`src/rtl/rf_pkg.sv`:
```
// Shared types and constants for the RV32E operand fetch slice.
// Register fields are 5 bits wide; the RV32E file has 16 entries.
package rf_pkg;

  localparam int BIT_WIDTH = 32;
  localparam int ADDR_W    = 5;
  localparam int RF_ADDR_W = 4;
  localparam int NUM_REGS  = 16;

  typedef enum logic [1:0] {
    IDLE,
    RD1,
    RD2,
    HOLD
  } fetch_state_t;

  function automatic logic is_illegal_reg(
    input logic [ADDR_W-1:0] addr
  );
    return addr[ADDR_W-1];
  endfunction

endpackage

```
`src/rtl/rf_operand_fetch_if.sv`:
```
// Request (control unit) and operand (execute) handshakes
// of the operand fetch block.
interface rf_operand_fetch_if #(
  parameter int BIT_WIDTH = 32,
  parameter int ADDR_W    = 5
);

  logic                 req_valid;
  logic                 req_ready;
  logic [ADDR_W-1:0]    rs1_addr;
  logic [ADDR_W-1:0]    rs2_addr;
  logic                 need_rs2;
  logic                 op_valid;
  logic                 op_ready;
  logic [BIT_WIDTH-1:0] rs1_data;
  logic [BIT_WIDTH-1:0] rs2_data;
  logic                 op_illegal;

  modport master (
    output req_valid,
    input  req_ready,
    output rs1_addr,
    output rs2_addr,
    output need_rs2,
    input  op_valid,
    output op_ready,
    input  rs1_data,
    input  rs2_data,
    input  op_illegal
  );

  modport slave (
    input  req_valid,
    output req_ready,
    input  rs1_addr,
    input  rs2_addr,
    input  need_rs2,
    output op_valid,
    input  op_ready,
    output rs1_data,
    output rs2_data,
    output op_illegal
  );

endinterface

```
`src/rtl/rf_bypass.sv`:
```
// Forward mux: zero for x0/illegal, snooped write data on a
// same-cycle hit, otherwise the register file read data.
module rf_bypass
  import rf_pkg::*;
#(
  parameter int BIT_WIDTH = rf_pkg::BIT_WIDTH
) (
  input  logic [ADDR_W-1:0]    addr,
  input  logic [BIT_WIDTH-1:0] rf_data,
  input  logic                 wb_en,
  input  logic [RF_ADDR_W-1:0] wb_reg,
  input  logic [BIT_WIDTH-1:0] wb_data,
  output logic [BIT_WIDTH-1:0] data
);

  logic zero;
  logic fwd;

  assign zero = is_illegal_reg(addr) ||
                (addr[RF_ADDR_W-1:0] == '0);
  assign fwd  = !zero && wb_en &&
                (wb_reg == addr[RF_ADDR_W-1:0]);

  always_comb begin
    data = rf_data;
    unique case (1'b1)
      zero:    data = '0;
      fwd:     data = wb_data;
      default: data = rf_data;
    endcase
  end

endmodule

```
`src/rtl/rf_operand_fetch.sv`:
```
// Sequences rs1/rs2 reads over the single RF read port and
// holds the operand pair, kept coherent with writeback, for execute.
module rf_operand_fetch
  import rf_pkg::*;
#(
  parameter int BIT_WIDTH = rf_pkg::BIT_WIDTH,
  parameter int ADDR_W    = rf_pkg::ADDR_W
) (
  input  logic                 clk,
  input  logic                 rst_n,
  rf_operand_fetch_if.slave    op_if,
  output logic [RF_ADDR_W-1:0] rf_read_reg,
  input  logic [BIT_WIDTH-1:0] rf_data_out,
  input  logic                 wb_write_en,
  input  logic [RF_ADDR_W-1:0] wb_write_reg,
  input  logic [BIT_WIDTH-1:0] wb_data_in
);

  fetch_state_t         state_q, state_d;
  logic [ADDR_W-1:0]    rs1_q, rs1_d;
  logic [ADDR_W-1:0]    rs2_q, rs2_d;
  logic                 need_q, need_d;
  logic [BIT_WIDTH-1:0] d1_q, d1_d;
  logic [BIT_WIDTH-1:0] d2_q, d2_d;
  logic                 vld_q, vld_d;
  logic                 ill_q, ill_d;

  logic [ADDR_W-1:0]    rd_addr;
  logic [BIT_WIDTH-1:0] byp;
  logic                 hit1;
  logic                 hit2;
  logic                 ill_any;

  assign rd_addr = (state_q == RD2) ? rs2_q : rs1_q;

  rf_bypass #(
    .BIT_WIDTH (BIT_WIDTH)
  ) u_bypass (
    .addr    (rd_addr),
    .rf_data (rf_data_out),
    .wb_en   (wb_write_en),
    .wb_reg  (wb_write_reg),
    .wb_data (wb_data_in),
    .data    (byp)
  );

  always_comb begin
    rf_read_reg = '0;
    unique case (state_q)
      RD1:     rf_read_reg = rs1_q[RF_ADDR_W-1:0];
      RD2:     rf_read_reg = rs2_q[RF_ADDR_W-1:0];
      default: rf_read_reg = '0;
    endcase
  end

  assign op_if.req_ready  = (state_q == IDLE);
  assign op_if.op_valid   = vld_q;
  assign op_if.rs1_data   = d1_q;
  assign op_if.rs2_data   = d2_q;
  assign op_if.op_illegal = ill_q;

  // Writes landing while operands wait must reach the held copies
  assign hit1 = wb_write_en && !is_illegal_reg(rs1_q) &&
                (rs1_q[RF_ADDR_W-1:0] != '0) &&
                (wb_write_reg == rs1_q[RF_ADDR_W-1:0]);
  assign hit2 = wb_write_en && need_q &&
                !is_illegal_reg(rs2_q) &&
                (rs2_q[RF_ADDR_W-1:0] != '0) &&
                (wb_write_reg == rs2_q[RF_ADDR_W-1:0]);

  assign ill_any = is_illegal_reg(rs1_q) ||
                   (need_q && is_illegal_reg(rs2_q));

  always_comb begin
    state_d = state_q;
    rs1_d   = rs1_q;
    rs2_d   = rs2_q;
    need_d  = need_q;
    d1_d    = d1_q;
    d2_d    = d2_q;
    vld_d   = vld_q;
    ill_d   = ill_q;
    unique case (state_q)
      IDLE: begin
        if (op_if.req_valid) begin
          rs1_d   = op_if.rs1_addr;
          rs2_d   = op_if.rs2_addr;
          need_d  = op_if.need_rs2;
          if (!op_if.need_rs2) d2_d = '0;
          state_d = RD1;
        end
      end
      RD1: begin
        d1_d = byp;
        if (need_q) begin
          state_d = RD2;
        end else begin
          state_d = HOLD;
          vld_d   = 1'b1;
          ill_d   = ill_any;
        end
      end
      RD2: begin
        d2_d    = byp;
        state_d = HOLD;
        vld_d   = 1'b1;
        ill_d   = ill_any;
      end
      HOLD: begin
        if (op_if.op_ready) begin
          state_d = IDLE;
          vld_d   = 1'b0;
          ill_d   = 1'b0;
        end else begin
          if (hit1) d1_d = wb_data_in;
          if (hit2) d2_d = wb_data_in;
        end
      end
      default: state_d = IDLE;
    endcase
  end

  always_ff @(posedge clk or negedge rst_n) begin
    if (!rst_n) begin
      state_q <= IDLE;
      rs1_q   <= '0;
      rs2_q   <= '0;
      need_q  <= 1'b0;
      d1_q    <= '0;
      d2_q    <= '0;
      vld_q   <= 1'b0;
      ill_q   <= 1'b0;
    end else begin
      state_q <= state_d;
      rs1_q   <= rs1_d;
      rs2_q   <= rs2_d;
      need_q  <= need_d;
      d1_q    <= d1_d;
      d2_q    <= d2_d;
      vld_q   <= vld_d;
      ill_q   <= ill_d;
    end
  end

endmodule

```
`src/flat_wrapper.sv`:
```
// flat-port wrapper written by rule: the top's interface ports become plain ports
module rf_operand_fetch_flat import rf_pkg::*;
#(
  parameter int BIT_WIDTH = rf_pkg::BIT_WIDTH,
  parameter int ADDR_W    = rf_pkg::ADDR_W
)
  (clk, rst_n, rf_read_reg, rf_data_out, wb_write_en, wb_write_reg, wb_data_in, op_if_req_valid, op_if_req_ready, op_if_rs1_addr, op_if_rs2_addr, op_if_need_rs2, op_if_op_valid, op_if_op_ready, op_if_rs1_data, op_if_rs2_data, op_if_op_illegal);
  rf_operand_fetch_if #(.BIT_WIDTH(BIT_WIDTH), .ADDR_W(ADDR_W)) op_if_i ();
  input  logic clk;
  input  logic rst_n;
  output logic [RF_ADDR_W-1:0] rf_read_reg;
  input  logic [BIT_WIDTH-1:0] rf_data_out;
  input  logic wb_write_en;
  input  logic [RF_ADDR_W-1:0] wb_write_reg;
  input  logic [BIT_WIDTH-1:0] wb_data_in;
  input wire logic [$bits(op_if_i.req_valid)-1:0] op_if_req_valid;
  output wire logic [$bits(op_if_i.req_ready)-1:0] op_if_req_ready;
  input wire logic [$bits(op_if_i.rs1_addr)-1:0] op_if_rs1_addr;
  input wire logic [$bits(op_if_i.rs2_addr)-1:0] op_if_rs2_addr;
  input wire logic [$bits(op_if_i.need_rs2)-1:0] op_if_need_rs2;
  output wire logic [$bits(op_if_i.op_valid)-1:0] op_if_op_valid;
  input wire logic [$bits(op_if_i.op_ready)-1:0] op_if_op_ready;
  output wire logic [$bits(op_if_i.rs1_data)-1:0] op_if_rs1_data;
  output wire logic [$bits(op_if_i.rs2_data)-1:0] op_if_rs2_data;
  output wire logic [$bits(op_if_i.op_illegal)-1:0] op_if_op_illegal;
  assign op_if_i.req_valid = op_if_req_valid;
  assign op_if_req_ready = op_if_i.req_ready;
  assign op_if_i.rs1_addr = op_if_rs1_addr;
  assign op_if_i.rs2_addr = op_if_rs2_addr;
  assign op_if_i.need_rs2 = op_if_need_rs2;
  assign op_if_op_valid = op_if_i.op_valid;
  assign op_if_i.op_ready = op_if_op_ready;
  assign op_if_rs1_data = op_if_i.rs1_data;
  assign op_if_rs2_data = op_if_i.rs2_data;
  assign op_if_op_illegal = op_if_i.op_illegal;
  rf_operand_fetch #(.BIT_WIDTH(BIT_WIDTH), .ADDR_W(ADDR_W)) u_core (.clk(clk), .rst_n(rst_n), .op_if(op_if_i), .rf_read_reg(rf_read_reg), .rf_data_out(rf_data_out), .wb_write_en(wb_write_en), .wb_write_reg(wb_write_reg), .wb_data_in(wb_data_in));
endmodule
```
`config.mk`:
```
export PLATFORM = sky130hd
export DESIGN_NAME = rf_operand_fetch_flat
export DESIGN_NICKNAME = d
export VERILOG_FILES = /design/src/rtl/rf_pkg.sv /design/src/rtl/rf_operand_fetch_if.sv /design/src/rtl/rf_bypass.sv /design/src/rtl/rf_operand_fetch.sv /design/src/flat_wrapper.sv
export SDC_FILE = /design/constraint.sdc
export NUM_CORES = 1
export LEC_CHECK = 0
export ABC_AREA = 0
export CAP_MARGIN = 20
export CELL_PAD_IN_SITES_DETAIL_PLACEMENT = 2
export CELL_PAD_IN_SITES_GLOBAL_PLACEMENT = 2
export CORE_ASPECT_RATIO = 1.2
export CORE_MARGIN = 5
export CORE_UTILIZATION = 38
export DETAILED_ROUTE_END_ITERATION = 10
export DONT_BUFFER_PORTS = 1
export PLACE_DENSITY_LB_ADDON = 0.1
export SKIP_LAST_GASP = 1
export SLEW_MARGIN = 20
export SYNTH_ARGS = -nofsm -noshare
export SYNTH_HDL_FRONTEND = slang
export SYNTH_SLANG_ARGS = --single-unit
```
`constraint.sdc`:
```
create_clock -name clk -period 2.61 [get_ports clk]
set_clock_uncertainty 0.15 [all_clocks]
set_input_delay 0.3915 -clock clk [delete_from_list [all_inputs] [get_ports clk]]
set_output_delay 0.3915 -clock clk [all_outputs]
set_load 0.02 [all_outputs]
```
# After elaboration in Yosys (flattened, before gate mapping)
# Index checks and enable logic that the tools add are counted.
# op_classes
n_eq_ne,13
n_reduce_logical,27
muxes,20
# op_table
cell,count
two-way mux 32 bit,6
case mux 32 bit (2 select lines),2
case mux 32 bit (3 select lines),1
== test 4 bit,3
logical AND 1 bit,10
inequality test 2 bit (second input constant),5
case mux 2 bit (4 select lines),1
case mux 4 bit (2 select lines),1
nonzero test 4 bit,2
case mux 1 bit (3 select lines),2
AND reduction 3 bit,2
nonzero test 3 bit,2
two-way mux 5 bit,1
AND reduction 5 bit,1
== test 2 bit (second input constant),2
logical NOT 4 bit,1
two-way mux 1 bit,4
two-way mux 2 bit,2
inequality test 2 x 1 -> 1 bit (second input constant),2
AND reduction 2 bit,2
logical NOT 1 bit,3
== test 2 x 1 -> 1 bit (second input constant),1
logical NOT 2 bit,1
logical OR 1 bit,2
nonzero test 2 bit,1
# totals
elab_cells,68
inputBits,84
reg_bits,79
out_inout_bits,71

# Longest topological paths before layout
# Gate-level depths: netlist of run 1.
# logic_depth
word_depth,9
ltp_mapped,11

# By module
# Synthesis of run 1 repeated with hierarchy kept, for this count alone.
# unflattened
cells_unflattened,423
area_unflattened_um2,4640.7
# by_module_without_submodules
mod,area_each_um2,seq_area_each_um2,cells_each,instances
rf_operand_fetch,4000.1,1976.9,302,1
rf_bypass,640.6,0.0,121,1

# Worst setup path after synthesis of run 1
# Ideal clock, no wire load.
# synth_timing
path_type,register to register
startpoint,reg u_core.state_q[0]
endpoint,"reg u_core.d1_q[4], in the netlist u_core.op_if.rs1_data[4]"
arrival_ns,1.978
required_ns,2.327
setup_ns,0.133
setup_slack_ns,0.348
stages_incl_launch_ff,11
cell_sequence,dfrtp_1 > inv_1 > ha_1 > buf_2 > mux2i_1 > xor2_1 > nand4_1 > buf_4 > clkbuf_1 > a32oi_1 > o21ai_0
# synth_via
elab_chain_cells,9
elab_cells_between_ends,16
cone_classes,eq/ne (6); mux (3); reduce/logical (7)
# synth_rtl
element,line_no,rtl
from (decl),rf_operand_fetch.sv:19,"fetch_state_t state_q, state_d;"
from (signal assigned),rf_operand_fetch.sv:134,state_q <= state_d;
== test 2 bit,rf_operand_fetch.sv:34,assign rd_addr = (state_q == RD2) ? rs2_q : rs1_q;
two-way mux 5 bit,rf_operand_fetch.sv:34,
logical NOT 4 bit,rf_bypass.sv:20,(addr[RF_ADDR_W-1:0] == '0);
logical OR 1 bit,rf_bypass.sv:19,assign zero = is_illegal_reg(addr) ||
logical NOT 1 bit,rf_bypass.sv:21,assign fwd = !zero && wb_en &&
logical AND 1 bit (2 in series),rf_bypass.sv:21,
case mux 32 bit (2 select lines),rf_bypass.sv:26,unique case (1'b1)
case mux 32 bit (2 select lines),rf_operand_fetch.sv:83,unique case (state_q)
to (signal assigned),rf_operand_fetch.sv:129,d1_q <= '0;
to (signal assigned),rf_operand_fetch.sv:138,d1_q <= d1_d;
to (decl),rf_operand_fetch.sv:23,"logic [BIT_WIDTH-1:0] d1_q, d1_d;"
# Several ways; a longest one is shown, not always the timed one.
# A chain may end at the register's enable or synchronous reset.

# Final worst setup path of run 1
# layout_timing
startpoint,reg u_core.state_q[0]
endpoint,"reg u_core.d1_q[7], in the netlist u_core.op_if.rs1_data[7]"
# Same word-level chain as after synthesis.

==> metrics, run 1 <==
status finished, final reports clean; endpoints failing setup 0; share of layout cells above drive strength 1 0.185; number of clock sinks 79; Synth top cells by count dfrtp_1, o21ai_0, nand2_1, a32oi_1, clkbuf_1; Final Hold Vio Count 0; asr flop ratio synth 1.00; HP Class in2reg; top-count cell post-synth dfrtp_1; Initial Util 0.390; critical path peak fanout 32; Tot Pwr between 0.007 and 0.008 W; CTS tree yes; DRC 0; synthesis-to-layout area growth 16.0%; Post-Synthesis Cells ~480; row count 44; post-synth cell types between 40 and 50; hold depth 2; vias in the first global route between 4000 and 5000; Die Y-Extent between 100 and 150 um; Worst Hold Slack roughly 0.046 ns; WP data arrival ~2.6 ns; Post-DRT Antenna Nets 0; Total GRT Usage 0.236; Skew-Pair Late Insertion Delay 0.33 ns; VDD IR max 599 uV; WS Path Type reg2reg; R2R cell count 9; port bufs 0; fillers around 1300; fin. max-slew vios 0; initial DRC count ~250; Post-Syn Area between 4000 and 5000 um^2; Layout Utilization 0.453; Seq/Total Area, Yosys 0.416; TNS Setup 0 ns; Bufs on Longest Clock Path 2; Max Fclk 387 MHz; max_cap viols 0; fin nets 577; Synth Flop Type dfrtp_1; YS warnings 0; Synthesized Nets 571; slew margin rel. 0.488; Root Driver clkbuf_16; initial antenna violation count 0; number of CTS-inserted buffers 9; PD cells ~1400 nW/um^2; via count between 4000 and 5000; Die Area 14800 um^2; Placed Cells 628; Core ar. around 12000 um^2; P_leak ~2.2 nW; GPL Wtd Cong a little over 0.8; first-pass GRT wire length 27700 um; Critical Path Start Type flip-flop; Req. time, crit path roughly 2.7 ns; Final Non-Filler Cells ~650; Final HPWL DP between 10000 and 15000 um; largest net degree at the start of global routing 80; Slew @ Worst Pin approximately 0.77 ns; syn avg cell area between 9 and 10 um^2; H-tree depth 3; final worst-path cycle share 0.990; post-layout min period approximately 2.6 ns; main area contributors after synthesis dfrtp_1, o21ai_0, a32oi_1; Post-Route WL around 18000 um; IO Pins roughly 160; grt ovf 0; Vias per Instance between 6 and 7; CP endpoint kind flip-flop; WL per Instance approximately 28 um; synthesized flop and latch total 79; Synth top area share 0.416; Initial DRT Pass Iterations 4; Yosys top cell by area dfrtp_1; Chip Width 112 um; Reg clk slew, reported paths about 0.060 ns; EDFF count, synth 0; diodes inserted 0
[sequential cells by signal, indices dropped and copies added, names as in the netlist]
| signal | flops |
|---|---|
| u_core.op_if.op_illegal | 1 |
| u_core.state_q | 2 |
| u_core.op_if.rs2_data | 32 |
| u_core.op_if.op_valid | 1 |
| u_core.rs1_q | 5 |
| u_core.rs2_q | 5 |
| u_core.need_q | 1 |
| u_core.op_if.rs1_data | 32 |
[report_power, final]
part / total, W / leakage [nW] / internal (W) / switching [W]
Sequential: 0.00260 / 1.02 / 0.00170 / 0.000891
Combinational: 0.00404 / 1.03 / 0.00154 / 0.00250
Clock: 0.00117 / 0.132 / 0.000685 / 0.000485
Total: 0.00780 / 2.18 / 0.00393 / 0.00388
[metal layers]
layer  GRT usage  vias up  wire (um)
met5           0        -          0
met4      0.0815        0        446
met3      0.0617       28       1310
met2       0.402      148       9290
met1       0.289     2237       7390
li1            -     1885          -
[metrics by stage]
stage / worst slack, ns / instance area [um^2]
6_report: 0.0257 / 5510
5_1_grt: -0.102 / 5510
4_1_cts: -0.0347 / 5420
3_5_place_dp: -0.201 / 5040
3_3_place_gp: 0.00504 / 5040
2_1_floorplan: 0.348 / 4750
[worst paths after layout]
check | from | to | slack [ns]
hold / removal | wb_data_in[11] | u_core.op_if.rs1_data[11] | 0.05
setup reg to reg | u_core.state_q[0] | u_core.op_if.rs1_data[7] | 0.03
setup / recovery | u_core.state_q[0] | u_core.op_if.rs1_data[7] | 0.03
hold reg to reg | u_core.rs1_q[4] | u_core.rs1_q[4] | 0.44
max in group asynchronous | rst_n | u_core.op_if.rs1_data[2] | 1.49
min in group asynchronous | rst_n | u_core.op_if.rs2_data[15] | 0.46
[cells by family (layout without fill, tap and decap cells)]
group,count (synthesis),in the layout,share of synthesized area
flip-flops,79,79,0.416
AO/OA/AOI/OAI,204,205,0.304
buffers and inverters,54,62,0.0561
XOR/XNOR,10,10,0.0184
adder cells (fa/ha/maj),5,5,0.0132
multiplexers,32,32,0.0704
AND/OR/NAND/NOR,98,98,0.122
[worst max-delay path, cell delays in order, from the launching register on]
cell     delay (ns)
dfrtp_1        0.45
inv_2          0.13
ha_4           0.20
mux2i_2        0.27
mux2i_1        0.32
nand4_1        0.15
buf_4          0.20
buf_6          0.22
a32oi_1        0.25
o21ai_0        0.11
[layout by cell type (no fill, tap or decap), types with 11 or more instances in the layout]
cell,instances
dfrtp_1,79
nor3b_1,18
a32oi_1,32
nand2_1,38
mux2i_1,19
mux2_2,11
o21ai_0,77
a31oi_1,16
o211ai_1,17
and2_1,16
o2111ai_1,16
buf_4,30
[layout make-up]
type                    count  area, um^2  share of cell area
clock buffers              13         260              0.0473
clock inverters             1        5.00            0.000909
inverters                   6        22.5             0.00409
multi-input cells         350        2600               0.472
flip-flops and latches     79        1980               0.359
well taps                 161         201              0.0366
repair buffers             42         442              0.0802
[repair_timing]
item                       in CTS  in global routing
pin swaps                       1                  2
hold endpoints to repair       79                  0
hold buffers                    2                  0
resized for setup               5                  8
cloned                          1                  2
setup buffers                   3                  2
setup endpoints to repair      64                 64
Note: power is estimated with default switching activity, not from simulation.
==> run 2, diff against run 1 <==
--- a/config.mk
+++ b/config.mk
@@ -14,7 +14,7 @@
 export CORE_UTILIZATION = 38
 export DETAILED_ROUTE_END_ITERATION = 10
 export DONT_BUFFER_PORTS = 1
-export PLACE_DENSITY_LB_ADDON = 0.1
+export PLACE_DENSITY = 0.83
 export SKIP_LAST_GASP = 1
 export SLEW_MARGIN = 20
 export SYNTH_ARGS = -nofsm -noshare
==> metrics, run 2 (synthesized netlist as in run 1, its figures left out) <==
fin. max-slew vios 0 (unchanged); share of layout cells above drive strength 1 0.190 (was 0.185); number of CTS-inserted buffers 9 (unchanged); WS Path Type reg2reg (unchanged); Worst Hold Slack 0.0264 ns (was 0.0456 ns); slew margin rel. 0.540 (was 0.488); HP Class in2reg (unchanged); via count 4468 (was 4298); Core ar. 12200 um^2 (unchanged); endpoints failing setup 0 (unchanged); status finished, final reports clean (unchanged); Critical Path Start Type flip-flop (unchanged); WP data arrival 2.66 ns (was 2.63 ns); final worst-path cycle share 0.987 (was 0.990); dpl cell area 5010 um^2 (was 5040 um^2); H-tree depth 3 (unchanged); Slew @ Worst Pin 0.686 ns (was 0.767 ns); number of clock sinks 79 (unchanged); Final Hold Vio Count 0 (unchanged); IO Pins 155 (unchanged); largest net degree at the start of global routing 80 (unchanged); Final HPWL DP 12600 um (was 12100 um); Die Area 14800 um^2 (unchanged); Max Fclk 388 MHz (was 387 MHz); Root Driver clkbuf_16 (unchanged); Bufs on Longest Clock Path 2 (unchanged); Total GRT Usage 0.243 (was 0.236); Skew-Pair Late Insertion Delay 0.34 ns (was 0.33 ns); first-pass GRT wire length 28800 um (was 27700 um); CP endpoint kind flip-flop (unchanged); diodes inserted 0 (unchanged); fin nets 578 (was 577); worst r2r dst u_core.op_if.rs2_data[10] (was u_core.op_if.rs1_data[7]); row count 44 (unchanged); post-layout min period 2.58 ns (about the same); CTS tree yes (unchanged); Req. time, crit path 2.70 ns (was 2.66 ns); Vias per Instance 6.82 (was 6.59); Layout Utilization 0.452 (was 0.453); Hold Crit Start wb_data_in[27] (was wb_data_in[11]); vias in the first global route 4908 (was 4696); max_cap viols 0 (unchanged); Post-DRT Antenna Nets 0 (unchanged); Initial DRT Pass Iterations 4 (unchanged); critical path peak fanout 16 (was 32); most frequent cells in the layout dfrtp_1, o21ai_0, nand2_1, buf_4, a32oi_1 (was dfrtp_1, o21ai_0, nand2_1, a32oi_1, buf_4); DRC 0 (unchanged); Die Y-Extent 132 um (unchanged); Post-Route WL 19600 um (was 18400 um); most common cell after layout, fill and taps aside dfrtp_1 (unchanged); Reg clk slew, reported paths 0.06 ns (about the same); Chip Width 112 um (unchanged); WL per Instance 30.0 um (was 28.3 um); initial antenna violation count 0 (unchanged); P_leak 2.17 nW (was 2.18 nW); port bufs 0 (unchanged); initial DRC count 235 (was 253); VDD IR max 572 uV (was 599 uV); R2R cell count 8 (was 9); final cell area excluding filler cells 5500 um^2 (was 5510 um^2); hold endpoint u_core.op_if.rs1_data[27] (was u_core.op_if.rs1_data[11]); FF-to-FF setup slack 0.03 ns (about the same); RR Startpoint u_core.state_q[0] (unchanged); PD cells 1440 nW/um^2 (was 1420 nW/um^2); Initial Util 0.390 (unchanged); TNS Setup 0 ns (unchanged); synthesis-to-layout area growth 15.8% (was 16.0%); GPL Wtd Cong 0.806 (was 0.819); grt ovf 0 (unchanged); hold depth 2 (unchanged)
[run 2: cell count changes in the layout (fill, tap and decap cells not counted), sizes merged]
cell / previous run / this run
buf: 40 / 41
bufinv: 0 / 1
clkbuf: 14 / 11
clkinv: 1 / 4
clkinvlp: 0 / 1
[run 2: routing by layer]
| layer | GRT usage | wire (um) | vias to the layer above |
|---|---|---|---|
| met1 | 0.278 | 7150 | 2383 |
| li1 | - | - | 1887 |
| met3 | 0.0557 | 1370 | 27 |
| met2 | 0.453 | 10800 | 171 |
| met5 | 0 | 0 | - |
| met4 | 0.0621 | 363 | 0 |
[run 2: area by class of cell]
type	count	area (um^2)
Timing Repair Buffer	43	415
Inverter	6	22.5
Fill cell	1295	6670
Tap cell	161	201
Clock buffer	10	229
Multi-Input combinational cell	350	2590
Clock inverter	6	61.3
Sequential cell	79	1980
[run 2: metrics by stage]
stage               std cells  worst slack (ns)  power (W)
finish                    655            0.0335    0.00794
global route              655           -0.0669    0.00837
CTS                       648           -0.0193    0.00779
detailed placement        628            -0.257    0.00636
global placement          628           -0.0262    0.00611
floorplan                 482             0.348    0.00497
[run 2: how the worst max path moves through the flow]
stage | slack [ns] | cells after the start | from | endpoint
after floorplan | 0.35 | 10 | u_core.state_q[0] | u_core.op_if.rs1_data[4]
after global placement | -0.03 | 7 | u_core.state_q[0] | u_core.op_if.rs1_data[19]
after detailed placement | -0.26 | 7 | u_core.state_q[1] | u_core.op_if.rs2_data[24]
after CTS | -0.02 | 8 | u_core.state_q[0] | u_core.op_if.rs2_data[6]
after global routing | -0.07 | 8 | u_core.state_q[0] | u_core.op_if.rs2_data[10]
final | 0.03 | 8 | u_core.state_q[0] | u_core.op_if.rs2_data[10]
[run 2: where the power goes]
group / internal (W) / total, W / switching (W)
sequential: 0.00170 / 0.00261 / 0.000902
clock: 0.000738 / 0.00126 / 0.000522
combinational: 0.00149 / 0.00407 / 0.00258
total: 0.00393 / 0.00794 / 0.00401
[run 2: critical path, cell delays in order, from the launching register on]
cell and delay, ns:
dfrtp_1 0.42, inv_1 0.16, ha_4 0.22, mux2i_2 0.26
mux2i_1 0.31, and4_2 0.33, buf_6 0.22, a31oi_1 0.16
o211ai_1 0.24
[run 2: repair_timing]
action | in CTS | in global routing
resized for setup | 4 | 9
cloned | 1 | 2
pin swaps | 2 | 2
setup endpoints to repair | 35 | 64
endpoints found under the hold margin | 79 | 0
buffers inserted | 1 | 5
hold buffers | 2 | 0
==> run 3, diff against run 2 <==
--- a/config.mk
+++ b/config.mk
@@ -5,16 +5,16 @@
 export SDC_FILE = /design/constraint.sdc
 export NUM_CORES = 1
 export LEC_CHECK = 0
-export ABC_AREA = 0
+export ABC_AREA = 1
 export CAP_MARGIN = 20
 export CELL_PAD_IN_SITES_DETAIL_PLACEMENT = 2
 export CELL_PAD_IN_SITES_GLOBAL_PLACEMENT = 2
 export CORE_ASPECT_RATIO = 1.2
 export CORE_MARGIN = 5
-export CORE_UTILIZATION = 38
+export CORE_UTILIZATION = 34
 export DETAILED_ROUTE_END_ITERATION = 10
 export DONT_BUFFER_PORTS = 1
-export PLACE_DENSITY = 0.83
+export PLACE_DENSITY = 0.84
 export SKIP_LAST_GASP = 1
 export SLEW_MARGIN = 20
 export SYNTH_ARGS = -nofsm -noshare
==> metrics, run 3 <==
status finished, final reports clean (unchanged); Post-Route WL 19800 um (was 19600 um); Crit path buffers/inverters 3 (was 2); Vias per Instance 5.73 (was 6.82); Chip Width 118 um (was 112 um); diodes inserted 0 (unchanged); P_int 0.00400 W (was 0.00393 W); port bufs 0 (unchanged); number of clock sinks 79 (unchanged); Post-Syn Area 4790 um^2 (was 4750 um^2); Layout Utilization 0.389 (was 0.452); RR Startpoint u_core.state_q[0] (unchanged); Bufs on Longest Clock Path 2 (unchanged); switching portion of total power 0.539 (was 0.505); Skew-Pair Late Insertion Delay 0.35 ns (was 0.34 ns); Max Fclk 408 MHz (was 388 MHz); top-count cell post-synth nand2_1 (was dfrtp_1); Final Non-Filler Cells 864 (was 655); PD cells 1610 nW/um^2 (was 1440 nW/um^2); CP endpoint kind primary output (was flip-flop); Root Driver clkbuf_16 (unchanged); crit path cell chain inv_2 > ha_1 > buf_4 > nand2_1 > a21oi_1 > buf_4 (was inv_1 > ha_4 > mux2i_2 > mux2i_1 > and4_2 > buf_6 > a31oi_1 > o211ai_1); row count 47 (was 44); WL per Instance 22.9 um (was 30.0 um); Yosys top cell by area dfrtp_1 (unchanged); endpoints failing setup 0 (unchanged); WS Path Type reg2out (was reg2reg); Synth top area share 0.413 (was 0.416); fillers 1642 (was 1295); vias in the first global route 5649 (was 4908); synthesized flop and latch total 79 (unchanged); Reg clk slew, reported paths 0.06 ns (about the same); DRC 0 (unchanged); first-pass GRT wire length 31200 um (was 28800 um); WP data arrival 1.91 ns (was 2.66 ns); Initial Util 0.346 (was 0.390); initial DRC count 252 (was 235); Top Family by Delay on Critical Path buffers and inverters (was multiplexers); clock power share 0.156 (was 0.159); Final Hold Vio Count 0 (unchanged); Worst Hold Slack 0.0425 ns (was 0.0264 ns); YS warnings 0 (unchanged); syn avg cell area 6.90 um^2 (was 9.85 um^2); VDD IR max 841 uV (was 572 uV); GPL Wtd Cong 0.865 (was 0.806); grt ovf 0 (unchanged); final worst-path cycle share 0.938 (was 0.987); main area contributors after synthesis dfrtp_1, nand2_1, nand3_1 (was dfrtp_1, o21ai_0, a32oi_1); Total GRT Usage 0.237 (was 0.243); Hold Crit Start op_if_need_rs2 (was wb_data_in[27]); Initial DRT Pass Iterations 4 (unchanged); dpl cell area 4980 um^2 (was 5010 um^2); Seq/Total Area, Yosys 0.413 (was 0.416); slowest cell on the critical path dfrtp_1 (unchanged); most used cell, CP buf_4; slew margin rel. 0.573 (was 0.540); critical path peak fanout 20 (was 16); Req. time, crit path 2.07 ns (was 2.70 ns); fin. max-slew vios 0 (unchanged); H-tree depth 3 (unchanged); most frequent cells in the layout nand2_1, nand3_1, nor2_1, a21oi_1, dfrtp_1 (was dfrtp_1, o21ai_0, nand2_1, buf_4, a32oi_1); Placed Cells 845 (was 628); most common cell after layout, fill and taps aside nand2_1 (was dfrtp_1); post-synth cell types 30 (was 49); Die Y-Extent 140 um (was 132 um); Synth top cells by count nand2_1, nand3_1, a21oi_1, nor2_1, dfrtp_1 (was dfrtp_1, o21ai_0, nand2_1, a32oi_1, clkbuf_1); Core ar. 13800 um^2 (was 12200 um^2); post-layout min period 2.45 ns (was 2.58 ns); worst r2r dst u_core.op_if.rs1_data[27] (was u_core.op_if.rs2_data[10]); share of layout cells above drive strength 1 0.0880 (was 0.190); Sequential Power Share 0.329 (was 0.328); R2R cell count 14 (was 8); CTS tree yes (unchanged); EDFF count, synth 0 (unchanged); max_cap viols 0 (unchanged); HP Class in2reg (unchanged); via count 4949 (was 4468); Die Area 16600 um^2 (was 14800 um^2); Synthesized Nets 783 (was 571); IO Pins 155 (unchanged); fin nets 777 (was 578); largest net degree at the start of global routing 80 (unchanged); Slew @ Worst Pin 0.641 ns (was 0.686 ns); initial antenna violation count 0 (unchanged); slowest stage delay, CP 0.43 ns (was 0.42 ns); FF-to-FF setup slack 0.18 ns (was 0.03 ns); Psw 0.00467 W (was 0.00401 W); number of CTS-inserted buffers 9 (unchanged); Critical Path Start Type flip-flop (unchanged); synthesis-to-layout area growth 12.3% (was 15.8%); hold endpoint u_core.need_q (was u_core.op_if.rs1_data[27]); P_leak 2.77 nW (was 2.17 nW); Final HPWL DP 13700 um (was 12600 um); final cell area excluding filler cells 5380 um^2 (was 5500 um^2); combinational share of power 0.516 (was 0.513); Synth Flop Type dfrtp_1 (unchanged); asr flop ratio synth 1.00 (unchanged); hold depth 1 (was 2); Post-DRT Antenna Nets 0 (unchanged); Post-Synthesis Cells 694 (was 482)
==> run 3: cell families (layout without fill, tap and decap cells) <==
| group | count (synthesis) | count (layout) | synth area share |
|---|---|---|---|
| simple gates | 399 | 399 | 0.352 |
| compound gates | 111 | 111 | 0.124 |
| buf+inv | 94 | 93 | 0.0841 |
| flops | 79 | 79 | 0.413 |
| fa+ha+maj | 5 | 5 | 0.0131 |
| mux | 5 | 5 | 0.0118 |
| xor+xnor | 1 | 1 | 0.00183 |
==> run 3: power groups by stage <==
stage          Clock (W)  Sequential (W)  Combinational, W
4_1_cts          0.00138         0.00286           0.00443
3_5_place_dp           0         0.00287           0.00434
5_1_grt          0.00143         0.00292           0.00499
2_1_floorplan          0         0.00264           0.00309
6_report         0.00135         0.00285           0.00448
3_3_place_gp           0         0.00285           0.00406
==> run 3: final cells by class <==
class	count	area, um^2	area share
clock buffers	12	256	0.0477
clock inverters	4	52.6	0.00977
inverters	56	218	0.0405
multi-input cells	521	2440	0.453
flip-flops and latches	79	1980	0.368
well taps	171	214	0.0398
repair buffers	21	225	0.0419
==> run 3: worst register-to-register path: cells and delay by family (launching register included) <==
| family | cells | cell delay (ns) |
|---|---|---|
| AOI/OAI and AO/OA | 1 | 0.17 |
| adders and majority gates | 1 | 0.25 |
| buffers and inverters | 2 | 0.28 |
| DFF | 1 | 0.43 |
| and+or+nand+nor | 10 | 1.09 |
==> run 3: how the worst max path moves through the flow <==
stage / start / endpoint / cells after the start
after floorplan: u_core.state_q[0] / rf_read_reg[0] / 6
after global placement: u_core.state_q[0] / u_core.op_if.rs2_data[4] / 15
after detailed placement: u_core.state_q[0] / u_core.op_if.rs1_data[27] / 15
after CTS: u_core.state_q[0] / u_core.op_if.rs1_data[27] / 15
after global routing: u_core.state_q[1] / u_core.op_if.rs1_data[24] / 10
final: u_core.state_q[0] / rf_read_reg[3] / 6
==> run 3: layer usage <==
metal  GRT usage  part of all wire  vias to the layer above
met1       0.257              0.38                     2551
li1            -                 -                     2221
met5           0                 0                        -
met4      0.0851             0.022                        0
met2       0.435              0.53                      148
met3      0.0673             0.061                       29
==> run 3: metrics by stage <==
| stage | power [W] | TNS, ns | setup slack [ns] |
|---|---|---|---|
| 2_1_floorplan | 0.00574 | 0 | 0.371 |
| 3_3_place_gp | 0.00690 | 0 | 0.186 |
| 3_5_place_dp | 0.00721 | -0.00202 | -0.00202 |
| 4_1_cts | 0.00867 | 0 | 0.0114 |
| 5_1_grt | 0.00934 | -0.0177 | -0.0177 |
| 6_report | 0.00868 | 0 | 0.161 |
==> run 3: what timing repair did <==
item,in CTS,in global routing
setup endpoints to repair,11,64
pin swaps,0,1
resized for setup,1,8
hold buffers,2,0
hold endpoints to repair,79,0
buffers inserted,0,1
